$ cat src/rtl/vga_frame_arbiter_if.sv
// Display/writer/frame-buffer bus bundle for vga_frame_arbiter.
// master: the environment (display path, pixel writer, frame-buffer RAM).
// slave : the arbiter itself.
//   disp_req/disp_addr      display read request and pixel address
//   disp_data/disp_valid    read data returned to the display path
//   wr_valid/wr_ready       writer pixel handshake, wr_addr/wr_data payload
//   wr_frame_done           writer has finished filling the back bank
//   mem_addr/mem_we/...     single-port frame-buffer, bank in mem_addr MSB
interface vga_frame_arbiter_if #(
    parameter int unsigned ADDR_W = 17,
    parameter int unsigned DATA_W = 16
) ();
    logic              disp_req;
    logic [ADDR_W-1:0] disp_addr;
    logic [DATA_W-1:0] disp_data;
    logic              disp_valid;

    logic              wr_valid;
    logic              wr_ready;
    logic [ADDR_W-1:0] wr_addr;
    logic [DATA_W-1:0] wr_data;
    logic              wr_frame_done;

    logic [ADDR_W:0]   mem_addr;
    logic              mem_we;
    logic [DATA_W-1:0] mem_wdata;
    logic [DATA_W-1:0] mem_rdata;

    modport master (
        output disp_req, disp_addr,
        output wr_valid, wr_addr, wr_data, wr_frame_done,
        output mem_rdata,
        input  disp_data, disp_valid, wr_ready,
        input  mem_addr, mem_we, mem_wdata
    );

    modport slave (
        input  disp_req, disp_addr,
        input  wr_valid, wr_addr, wr_data, wr_frame_done,
        input  mem_rdata,
        output disp_data, disp_valid, wr_ready,
        output mem_addr, mem_we, mem_wdata
    );
endinterface

$ cat src/rtl/vga_frame_arbiter.sv
// Double-buffered VGA frame-buffer arbiter.
// The display always wins the single memory port; the writer fills the back
// bank in the remaining cycles. Once the writer reports the back bank full,
// the banks swap at the next frame_start (vertical blanking), so no visible
// line ever mixes banks.
// Ports:
//   clk, reset   pixel clock, synchronous active-high reset
//   frame_start  one-cycle pulse at start of vertical blanking
//   bus          display / writer / memory bundle (slave side)
//   front_bank   bank currently shown
//   frame_cnt    completed swaps, wraps 255->0
//   err_oob      sticky: a write with address >= FRAME_WORDS was consumed
module vga_frame_arbiter #(
    parameter int unsigned ADDR_W      = 17,
    parameter int unsigned DATA_W      = 16,
    parameter int unsigned FRAME_WORDS = 76800
) (
    input  logic                clk,
    input  logic                reset,
    input  logic                frame_start,
    vga_frame_arbiter_if.slave  bus,
    output logic                front_bank,
    output logic [7:0]          frame_cnt,
    output logic                err_oob
);

    localparam logic [ADDR_W:0] FRAME_LIMIT = (ADDR_W+1)'(FRAME_WORDS);

    typedef enum logic {
        WRITING   = 1'b0,
        DONE_WAIT = 1'b1
    } state_e;

    state_e state;
    logic   disp_valid_q;
    logic   wr_ready_c;
    logic   wr_fire_c;
    logic   wr_in_range_c;

    // Writer may only use the port when the display is idle and the back
    // bank is still being filled.
    assign wr_ready_c    = !reset && !bus.disp_req && (state == WRITING);
    assign wr_fire_c     = bus.wr_valid && wr_ready_c;
    assign wr_in_range_c = {1'b0, bus.wr_addr} < FRAME_LIMIT;

    // Memory port mux: display reads the front bank, writer targets the back.
    assign bus.wr_ready  = wr_ready_c;
    assign bus.mem_we    = wr_fire_c && wr_in_range_c;
    assign bus.mem_addr  = bus.disp_req ? {front_bank, bus.disp_addr}
                                        : {~front_bank, bus.wr_addr};
    assign bus.mem_wdata = DATA_W'(bus.wr_data);

    // Synchronous RAM returns data one cycle after the request.
    assign bus.disp_data  = DATA_W'(bus.mem_rdata);
    assign bus.disp_valid = disp_valid_q;

    // Swap FSM plus status registers.
    always_ff @(posedge clk) begin
        if (reset) begin
            state        <= WRITING;
            front_bank   <= 1'b0;
            frame_cnt    <= 8'd0;
            err_oob      <= 1'b0;
            disp_valid_q <= 1'b0;
        end else begin
            disp_valid_q <= bus.disp_req;

            // Out-of-range pixels are consumed but never written.
            if (wr_fire_c && !wr_in_range_c) begin
                err_oob <= 1'b1;
            end

            case (state)
                WRITING: begin
                    // frame_start is ignored here, even when coincident.
                    if (bus.wr_frame_done) begin
                        state <= DONE_WAIT;
                    end
                end
                DONE_WAIT: begin
                    if (frame_start) begin
                        front_bank <= ~front_bank;
                        frame_cnt  <= frame_cnt + 8'd1;
                        state      <= WRITING;
                    end
                end
                default: state <= WRITING;
            endcase
        end
    end

endmodule

$ cat src/flat_wrapper.sv
// flat-port wrapper written by rule: the top's interface ports become plain ports
module vga_frame_arbiter_flat 
#(
    parameter int unsigned ADDR_W      = 17,
    parameter int unsigned DATA_W      = 16,
    parameter int unsigned FRAME_WORDS = 76800
)
  (clk, reset, frame_start, front_bank, frame_cnt, err_oob, bus_disp_req, bus_disp_addr, bus_wr_valid, bus_wr_addr, bus_wr_data, bus_wr_frame_done, bus_mem_rdata, bus_disp_data, bus_disp_valid, bus_wr_ready, bus_mem_addr, bus_mem_we, bus_mem_wdata);
  vga_frame_arbiter_if #(.ADDR_W(ADDR_W), .DATA_W(DATA_W)) bus_i ();
  input  logic clk;
  input  logic reset;
  input  logic frame_start;
  output logic front_bank;
  output logic [7:0] frame_cnt;
  output logic err_oob;
  input wire logic [$bits(bus_i.disp_req)-1:0] bus_disp_req;
  input wire logic [$bits(bus_i.disp_addr)-1:0] bus_disp_addr;
  input wire logic [$bits(bus_i.wr_valid)-1:0] bus_wr_valid;
  input wire logic [$bits(bus_i.wr_addr)-1:0] bus_wr_addr;
  input wire logic [$bits(bus_i.wr_data)-1:0] bus_wr_data;
  input wire logic [$bits(bus_i.wr_frame_done)-1:0] bus_wr_frame_done;
  input wire logic [$bits(bus_i.mem_rdata)-1:0] bus_mem_rdata;
  output wire logic [$bits(bus_i.disp_data)-1:0] bus_disp_data;
  output wire logic [$bits(bus_i.disp_valid)-1:0] bus_disp_valid;
  output wire logic [$bits(bus_i.wr_ready)-1:0] bus_wr_ready;
  output wire logic [$bits(bus_i.mem_addr)-1:0] bus_mem_addr;
  output wire logic [$bits(bus_i.mem_we)-1:0] bus_mem_we;
  output wire logic [$bits(bus_i.mem_wdata)-1:0] bus_mem_wdata;
  assign bus_i.disp_req = bus_disp_req;
  assign bus_i.disp_addr = bus_disp_addr;
  assign bus_i.wr_valid = bus_wr_valid;
  assign bus_i.wr_addr = bus_wr_addr;
  assign bus_i.wr_data = bus_wr_data;
  assign bus_i.wr_frame_done = bus_wr_frame_done;
  assign bus_i.mem_rdata = bus_mem_rdata;
  assign bus_disp_data = bus_i.disp_data;
  assign bus_disp_valid = bus_i.disp_valid;
  assign bus_wr_ready = bus_i.wr_ready;
  assign bus_mem_addr = bus_i.mem_addr;
  assign bus_mem_we = bus_i.mem_we;
  assign bus_mem_wdata = bus_i.mem_wdata;
  vga_frame_arbiter #(.ADDR_W(ADDR_W), .DATA_W(DATA_W), .FRAME_WORDS(FRAME_WORDS)) u_core (.clk(clk), .reset(reset), .frame_start(frame_start), .bus(bus_i), .front_bank(front_bank), .frame_cnt(frame_cnt), .err_oob(err_oob));
endmodule
$ cat config.mk
export PLATFORM = sky130hd
export DESIGN_NAME = vga_frame_arbiter_flat
export DESIGN_NICKNAME = d
export VERILOG_FILES = /design/src/rtl/vga_frame_arbiter_if.sv /design/src/rtl/vga_frame_arbiter.sv /design/src/flat_wrapper.sv
export SDC_FILE = /design/constraint.sdc
export NUM_CORES = 1
export LEC_CHECK = 0
export CORE_MARGIN = 1.5
export CORE_UTILIZATION = 25
export CTS_BUF_LIST = sky130_fd_sc_hd__clkbuf_4 sky130_fd_sc_hd__clkbuf_8
export DETAILED_ROUTE_END_ITERATION = 7
export HOLD_SLACK_MARGIN = 0.15
export PLACE_DENSITY_LB_ADDON = 0.2
export SETUP_SLACK_MARGIN = 0.1
export SLEW_MARGIN = 40
export SYNTH_ARGS = -nofsm -noshare
export SYNTH_HDL_FRONTEND = slang
export SYNTH_SLANG_ARGS = --single-unit
export TNS_END_PERCENT = 50
$ cat constraint.sdc
create_clock -name clk -period 1.7 [get_ports clk]
set_clock_uncertainty 0.05 [all_clocks]
set_input_delay 0.17 -clock clk [delete_from_list [all_inputs] [get_ports clk]]
set_output_delay 0.17 -clock clk [all_outputs]
set_load 0.02 [all_outputs]
==> flow_summary.yaml, run 1 <==
run_status:
  outcome: "finished, final reports clean"
worst_setup_path:
  cp_data_required_time_ns: 1.48
  rrSetupSlack_ns: 0.30
  max_stage_delay_ns: 0.43
  startpoint_type: "input pin"
  cp.arrival_ns: 1.33
  r2r-start: "u_core.state$_SDFF_PP0_"
  slowest_stage: "clkdlybuf4s50_1"
  cp-end-kind: "output port"
  reg2regPathDepth: 4
  critPathKind: "input pin to output port"
  r2r_end: "u_core.frame_cnt[7]$_SDFFE_PP0P_"
  crit_chain: "clkdlybuf4s50_1 > a21o_1 > a211oi_2 > o211a_1 > buf_2"
  cp_max_fo: 2
synth:
  synth-seq-cells: 12
  syn_nets: 186
  syn_area_um2: 977
  syn_inst: 113
  synth_area_per_cell_um2: 8.65
  ys_types: 29
  ys_warn_count: 0
  seq_area_frac_synth_pct: 24.6
finish:
  drive_above_1_share_pct: 20.4
  area_delta_synth_final_pct: 59.2
  multi_input_area_um2: 463
  final_nets: 232
  utilization_pct: 41.9
  insertedDiodeCount: 0
  fillers: 400
  regArea_um2: 240
detailed_routing:
  routedWlPerCell_um: 14.3
  drt_iter0_markers: 26
  dr.pass1.iters: 4
  route.antenna.remaining_nets: 0
  drc: 0
  vias: 938
  viasPerCell: 4.58
  routed_wl_um: 2920
run:
  cap_violations: 0
timing:
  hold_viol: 0
  slew_headroom_pct: 83.2
  fmax_mhz: 645
  post-route-period-util_pct: 91.1
  fin_crit_ns: 1.55
  rsz0062_at_grt: "yes"
  finalSetupViolCount: 0
  worstMarginPinSlew_ns: 0.250
  finalSetupTns_ns: 0
  slew_violations: 0
worst_hold_path:
  worstHoldStart: "bus_disp_req"
  min_to: "u_core.bus.disp_valid$_SDFF_PP0_"
  hold_path.class: "input pin to register"
  min_path_cells: 2
clock_network:
  clkLatencyLatePin_ns: 0.24
  cts_buffers: 3
  clkTransAtPathRegs_ns: 0.05
  cts_sinks: 12
  cts_setup_buffers: 0
  cts_root_buf: "clkbuf_8"
  postCtsHoldBufs: 0
  cts_tree: "built"
  htreeDepth: 1
  clk_path_buf_depth: 2
floorplan:
  die_area_mm2: 0.00429
  dieHeight_um: 65.5
  core_region_area_mm2: 0.00372
  start_util_pct: 26.3
  die_w_um: 65.5
  io_pins: 135
  fp-row-count: 22
placement:
  port_buffers: 70
  gp_congestion: 0.720
  dpl.hpwl_um: 2480
pwr:
  cellPowerDensity_mw_per_mm2: 542
  leakage_nw: 0.619
  vdd_drop_max_mv: 0.197
grt:
  grt_pass1_vias: 889
  grt_max_degree: 13
  grt_pass1_wl_um: 4300
  use_met2_pct: 20.3
  antenna_found_initial: 0
  grtUsageTotal_pct: 13.1
  met1_usage_pct: 14.6
  busiest_layer: "met2"
  gr-total-overflow: 0
  grt_use_met3_pct: 8.22
==> where the power goes <==
group          total (mW)  switching, mW  internal [mW]
combinational       0.297          0.125          0.172
clock               0.249         0.0941          0.155
sequential          0.296        0.00653          0.290
==> state kept, by name, summed over array words and instances (netlist names) <==
register,count
u_core.frame_cnt,8
u_core.bus.disp_valid,1
u_core.err_oob,1
u_core.front_bank,1
u_core.state,1
==> per-layer routing <==
layer | part of all wire, % | vias up
li1 | - | 447
met5 | 0 | -
met1 | 41 | 415
met3 | 16 | 6
met4 | 1.1 | 0
met2 | 42 | 70
==> area by class of cell <==
cell class	instances	share of cell area [%]
timing repair buffer	77	47.1
sequential	12	15.4
tap	48	3.86
clock buffer	3	2.65
inverter	5	1.21
multi-input combinational	60	29.8
==> cells by family after synthesis <==
logic type | share of synthesized area [%]
buffers and inverters | 28.6
adders and majority gates | 1.28
DFF | 24.6
and+or+nand+nor | 12.7
muxes | 19.5
AOI/OAI and AO/OA | 9.86
xor gates and xnor gates | 3.59
==> worst max-delay path, delay by kind of cell <==
family | cells | cell delay [ns]
buffers and inverters | 2 | 0.58
AO/OA/AOI/OAI | 3 | 0.58
==> how the worst max path moves through the flow <==
stage                            startpoint                to  slack, ns  cells after the start
global route                bus_wr_addr[10]        bus_mem_we       0.09                      5
floorplan           u_core.state$_SDFF_PP0_        bus_mem_we       0.11                      3
CTS                            bus_disp_req  bus_mem_addr[10]       0.11                      4
global placement               bus_disp_req  bus_mem_addr[15]      -0.36                      4
detailed placement          bus_wr_addr[10]        bus_mem_we      -0.40                      5
finish                      bus_wr_addr[10]        bus_mem_we       0.15                      5
==> cells in the mapped netlist <==
cell type | count | area share [%]
a211oi_1 | 1 | 0.77
nor2b_1 | 1 | 0.64
o21ai_0 | 4 | 2.0
nand4_2 | 1 | 1.3
nand2_1 | 4 | 1.5
or3_2 | 1 | 0.77
o22ai_1 | 1 | 0.64
buf_4 | 33 | 25
or3_1 | 2 | 1.3
xnor2_1 | 2 | 1.8
o31ai_1 | 2 | 1.5
and3_2 | 1 | 0.77
nand4_1 | 2 | 1.3
mux2_2 | 16 | 18
a21o_1 | 1 | 0.77
xor2_1 | 2 | 1.8
clkbuf_1 | 1 | 0.38
ha_1 | 1 | 1.3
mux2i_1 | 1 | 1.0
a21oi_1 | 6 | 3.1
buf_2 | 1 | 0.51
nand3_1 | 3 | 1.5
or4_1 | 2 | 1.5
nor3_1 | 1 | 0.51
nor2_1 | 4 | 1.5
dfxtp_1 | 12 | 25
inv_1 | 5 | 1.9
o211a_1 | 1 | 1.0
buf_1 | 1 | 0.38
==> placed cells by master (no fill, tap or decap), types with 2 or more instances in the layout <==
cell type	n
mux2_2	16
inv_1	5
dlygate4sd2_1	19
clkbuf_8	3
o31ai_1	2
nand3_1	3
xnor2_1	2
nor2_1	4
o21ai_0	4
xor2_1	2
or4_1	2
or3_1	2
dfxtp_1	12
nand2_1	4
buf_4	6
a21oi_1	6
nand4_1	2
clkdlybuf4s50_1	49
==> metrics by stage <==
| step | power, mW | worst slack (ns) | instance area, µm² | hold slack [ns] | cells |
|---|---|---|---|---|---|
| detailed placement | 0.627 | -0.401 | 1540 | 0.290 | 202 |
| finish | 0.843 | 0.151 | 1560 | 0.223 | 205 |
| global route | 0.891 | 0.0946 | 1560 | 0.223 | 205 |
| floorplan | 0.536 | 0.108 | 977 | 0.192 | 113 |
| global placement | 0.626 | -0.356 | 1540 | 0.290 | 202 |
| CTS | 0.859 | 0.107 | 1560 | 0.290 | 205 |
==> repair_timing <==
| action | in CTS | in global routing |
|---|---|---|
| gates resized for setup | 25 | 2 |
| pin swaps | 1 | 0 |
| cloned | 0 | 0 |
| endpoints found under the hold margin | 0 | 0 |
| setup endpoints to repair | 20 | 12 |
No activity file was read; power rests on OpenSTA's default activity.
==> inputs of run 2 (changes only) <==
--- a/config.mk
+++ b/config.mk
@@ -8,8 +8,9 @@
 export CORE_MARGIN = 1.5
 export CORE_UTILIZATION = 25
 export CTS_BUF_LIST = sky130_fd_sc_hd__clkbuf_4 sky130_fd_sc_hd__clkbuf_8
+export CTS_CLUSTER_DIAMETER = 120
 export DETAILED_ROUTE_END_ITERATION = 7
-export HOLD_SLACK_MARGIN = 0.15
+export HOLD_SLACK_MARGIN = 0.05
 export PLACE_DENSITY_LB_ADDON = 0.2
 export SETUP_SLACK_MARGIN = 0.1
 export SLEW_MARGIN = 40
==> results of run 2 <==
Final layout, timing and power as in run 1 (identical DEF).
==> inputs of run 3 (changes only) <==
--- a/config.mk
+++ b/config.mk
@@ -13,8 +13,6 @@
 export HOLD_SLACK_MARGIN = 0.05
 export PLACE_DENSITY_LB_ADDON = 0.2
 export SETUP_SLACK_MARGIN = 0.1
-export SLEW_MARGIN = 40
 export SYNTH_ARGS = -nofsm -noshare
 export SYNTH_HDL_FRONTEND = slang
 export SYNTH_SLANG_ARGS = --single-unit
-export TNS_END_PERCENT = 50
==> flow_summary.yaml, run 3 (synthesis gave the netlist of run 1 again) <==
timing:
  finalSetupTns_ns: 0
  hold_viol: 0
  rsz0062_at_grt: "no"
  finalSetupViolCount: 0
  post-route-period-util_pct: 91.5
  fmax_mhz: 643
  hold_slack_ns: 0.232
  fin_crit_ns: 1.56
  slew_violations: 0
  worstMarginPinSlew_ns: 0.251
  slew_headroom_pct: 83.3
finish:
  insertedDiodeCount: 0
  area_delta_synth_final_pct: 60.7
  drive_above_1_share_pct: 21.5
  final_cell_mix: "49 x clkdlybuf4s50_1, 19 x dlygate4sd2_1, 16 x mux2_2, 12 x dfxtp_1, 8 x buf_4"
  final_common_cell: "clkdlybuf4s50_1"
  top_register: "u_core.frame_cnt"
  largest_reg_flops: 8
  final_nets: 233
clock_network:
  clkTransAtPathRegs_ns: 0.05
  cts_tree: "built"
  htreeDepth: 1
  cts_root_buf: "clkbuf_8"
  cts_sinks: 12
  cts_buffers: 3
  clkLatencyLatePin_ns: 0.24
  postCtsHoldBufs: 0
  clk_path_buf_depth: 2
pwr:
  cellPowerDensity_mw_per_mm2: 539
  leakage_nw: 0.625
  vdd_drop_max_mv: 0.198
worst_setup_path:
  r2r-start: "u_core.state$_SDFF_PP0_"
  cp_max_fo: 2
  cp-end-kind: "output port"
  startpoint_type: "input pin"
  rrSetupSlack_ns: 0.28
  reg2regPathDepth: 4
  critPathKind: "input pin to output port"
  r2r_end: "u_core.frame_cnt[7]$_SDFFE_PP0P_"
  cp_data_required_time_ns: 1.48
  cp.arrival_ns: 1.34
detailed_routing:
  routed.top_layer: "met4"
  route.antenna.remaining_nets: 0
  viasPerCell: 4.60
  vias: 947
  drt_iter0_markers: 22
  dr.pass1.iters: 4
  route.met2.wl_um: 1240
  drc: 0
  routedWlPerCell_um: 14.2
  routed_wl_um: 2920
  met3_length_um: 454
  wl_met1_um: 1190
grt:
  grtUsageTotal_pct: 13.1
  gr-total-overflow: 0
  grt_max_degree: 13
  antenna_found_initial: 0
  grt_pass1_wl_um: 4300
  grt_pass1_vias: 889
run:
  cap_violations: 0
floorplan:
  start_util_pct: 26.3
  core_region_area_mm2: 0.00372
  die_area_mm2: 0.00429
  fp-row-count: 22
  dieHeight_um: 65.5
  die_w_um: 65.5
  io_pins: 135
worst_hold_path:
  hold_path.class: "input pin to register"
  worstHoldStart: "bus_disp_req"
  min_path_cells: 2
  min_to: "u_core.bus.disp_valid$_SDFF_PP0_"
placement:
  port_buffers: 70
  dpl.hpwl_um: 2480
  gp_congestion: 0.720
run_status:
  outcome: "finished, final reports clean"
==> run 3: stage by stage <==
step	power (mW)	instances	cell area, µm²	utilization, %	worst slack, ns
final	0.846	206	1570	42.3	0.144
after global routing	0.894	206	1570	42.3	0.101
after CTS	0.859	205	1560	42.0	0.107
after detailed placement	0.627	202	1540	41.5	-0.401
after global placement	0.626	202	1540	41.5	-0.356
after floorplan	0.536	113	977	-	0.108
==> run 3: layout make-up <==
type	count	area [µm²]
fillers	401	2150
inverters	5	18.8
flip-flops and latches	12	240
multi-input cells	60	468
well taps	48	60.1
clock buffers	3	41.3
repair buffers	78	742
==> run 3: where the power goes <==
part / leakage, nW / internal (mW) / switching (mW) / total (mW)
logic: 0.506 / 0.174 / 0.125 / 0.300
clock network: 0.0216 / 0.155 / 0.0941 / 0.249
registers: 0.0976 / 0.290 / 0.00674 / 0.297
total: 0.625 / 0.619 / 0.226 / 0.846
==> run 3: how the worst max path moves through the flow <==
stage,startpoint,endpoint,slack (ns),cells past startpoint
detailed placement,bus_wr_addr[10],bus_mem_we,-0.40,5
global route,bus_wr_addr[10],bus_mem_we,0.10,5
floorplan,u_core.state$_SDFF_PP0_,bus_mem_we,0.11,3
CTS,bus_disp_req,bus_mem_addr[10],0.11,4
finish,bus_wr_addr[10],bus_mem_we,0.14,5
global placement,bus_disp_req,bus_mem_addr[15],-0.36,4
==> run 3: what timing repair did <==
item | in CTS | in global routing
endpoints found under the setup margin | 20 | 12
pin swaps | 1 | 1
setup buffers | 0 | 1
resized for setup | 25 | 4
hold endpoints to repair | 0 | 0
cloned | 0 | 0
==> run 3: worst max-delay path: stages <==
cell and delay [ns]:
clkdlybuf4s50_1 0.43, a21o_1 0.20, a211oi_2 0.24, o211a_1 0.16
buf_4 0.13
==> run 3: routing by layer <==
layer	global-route usage [%]	vias to the layer above
li1	-	449
met1	14.6	422
met2	20.3	70
met3	8.22	6
met4	4.69	0
met5	0	-
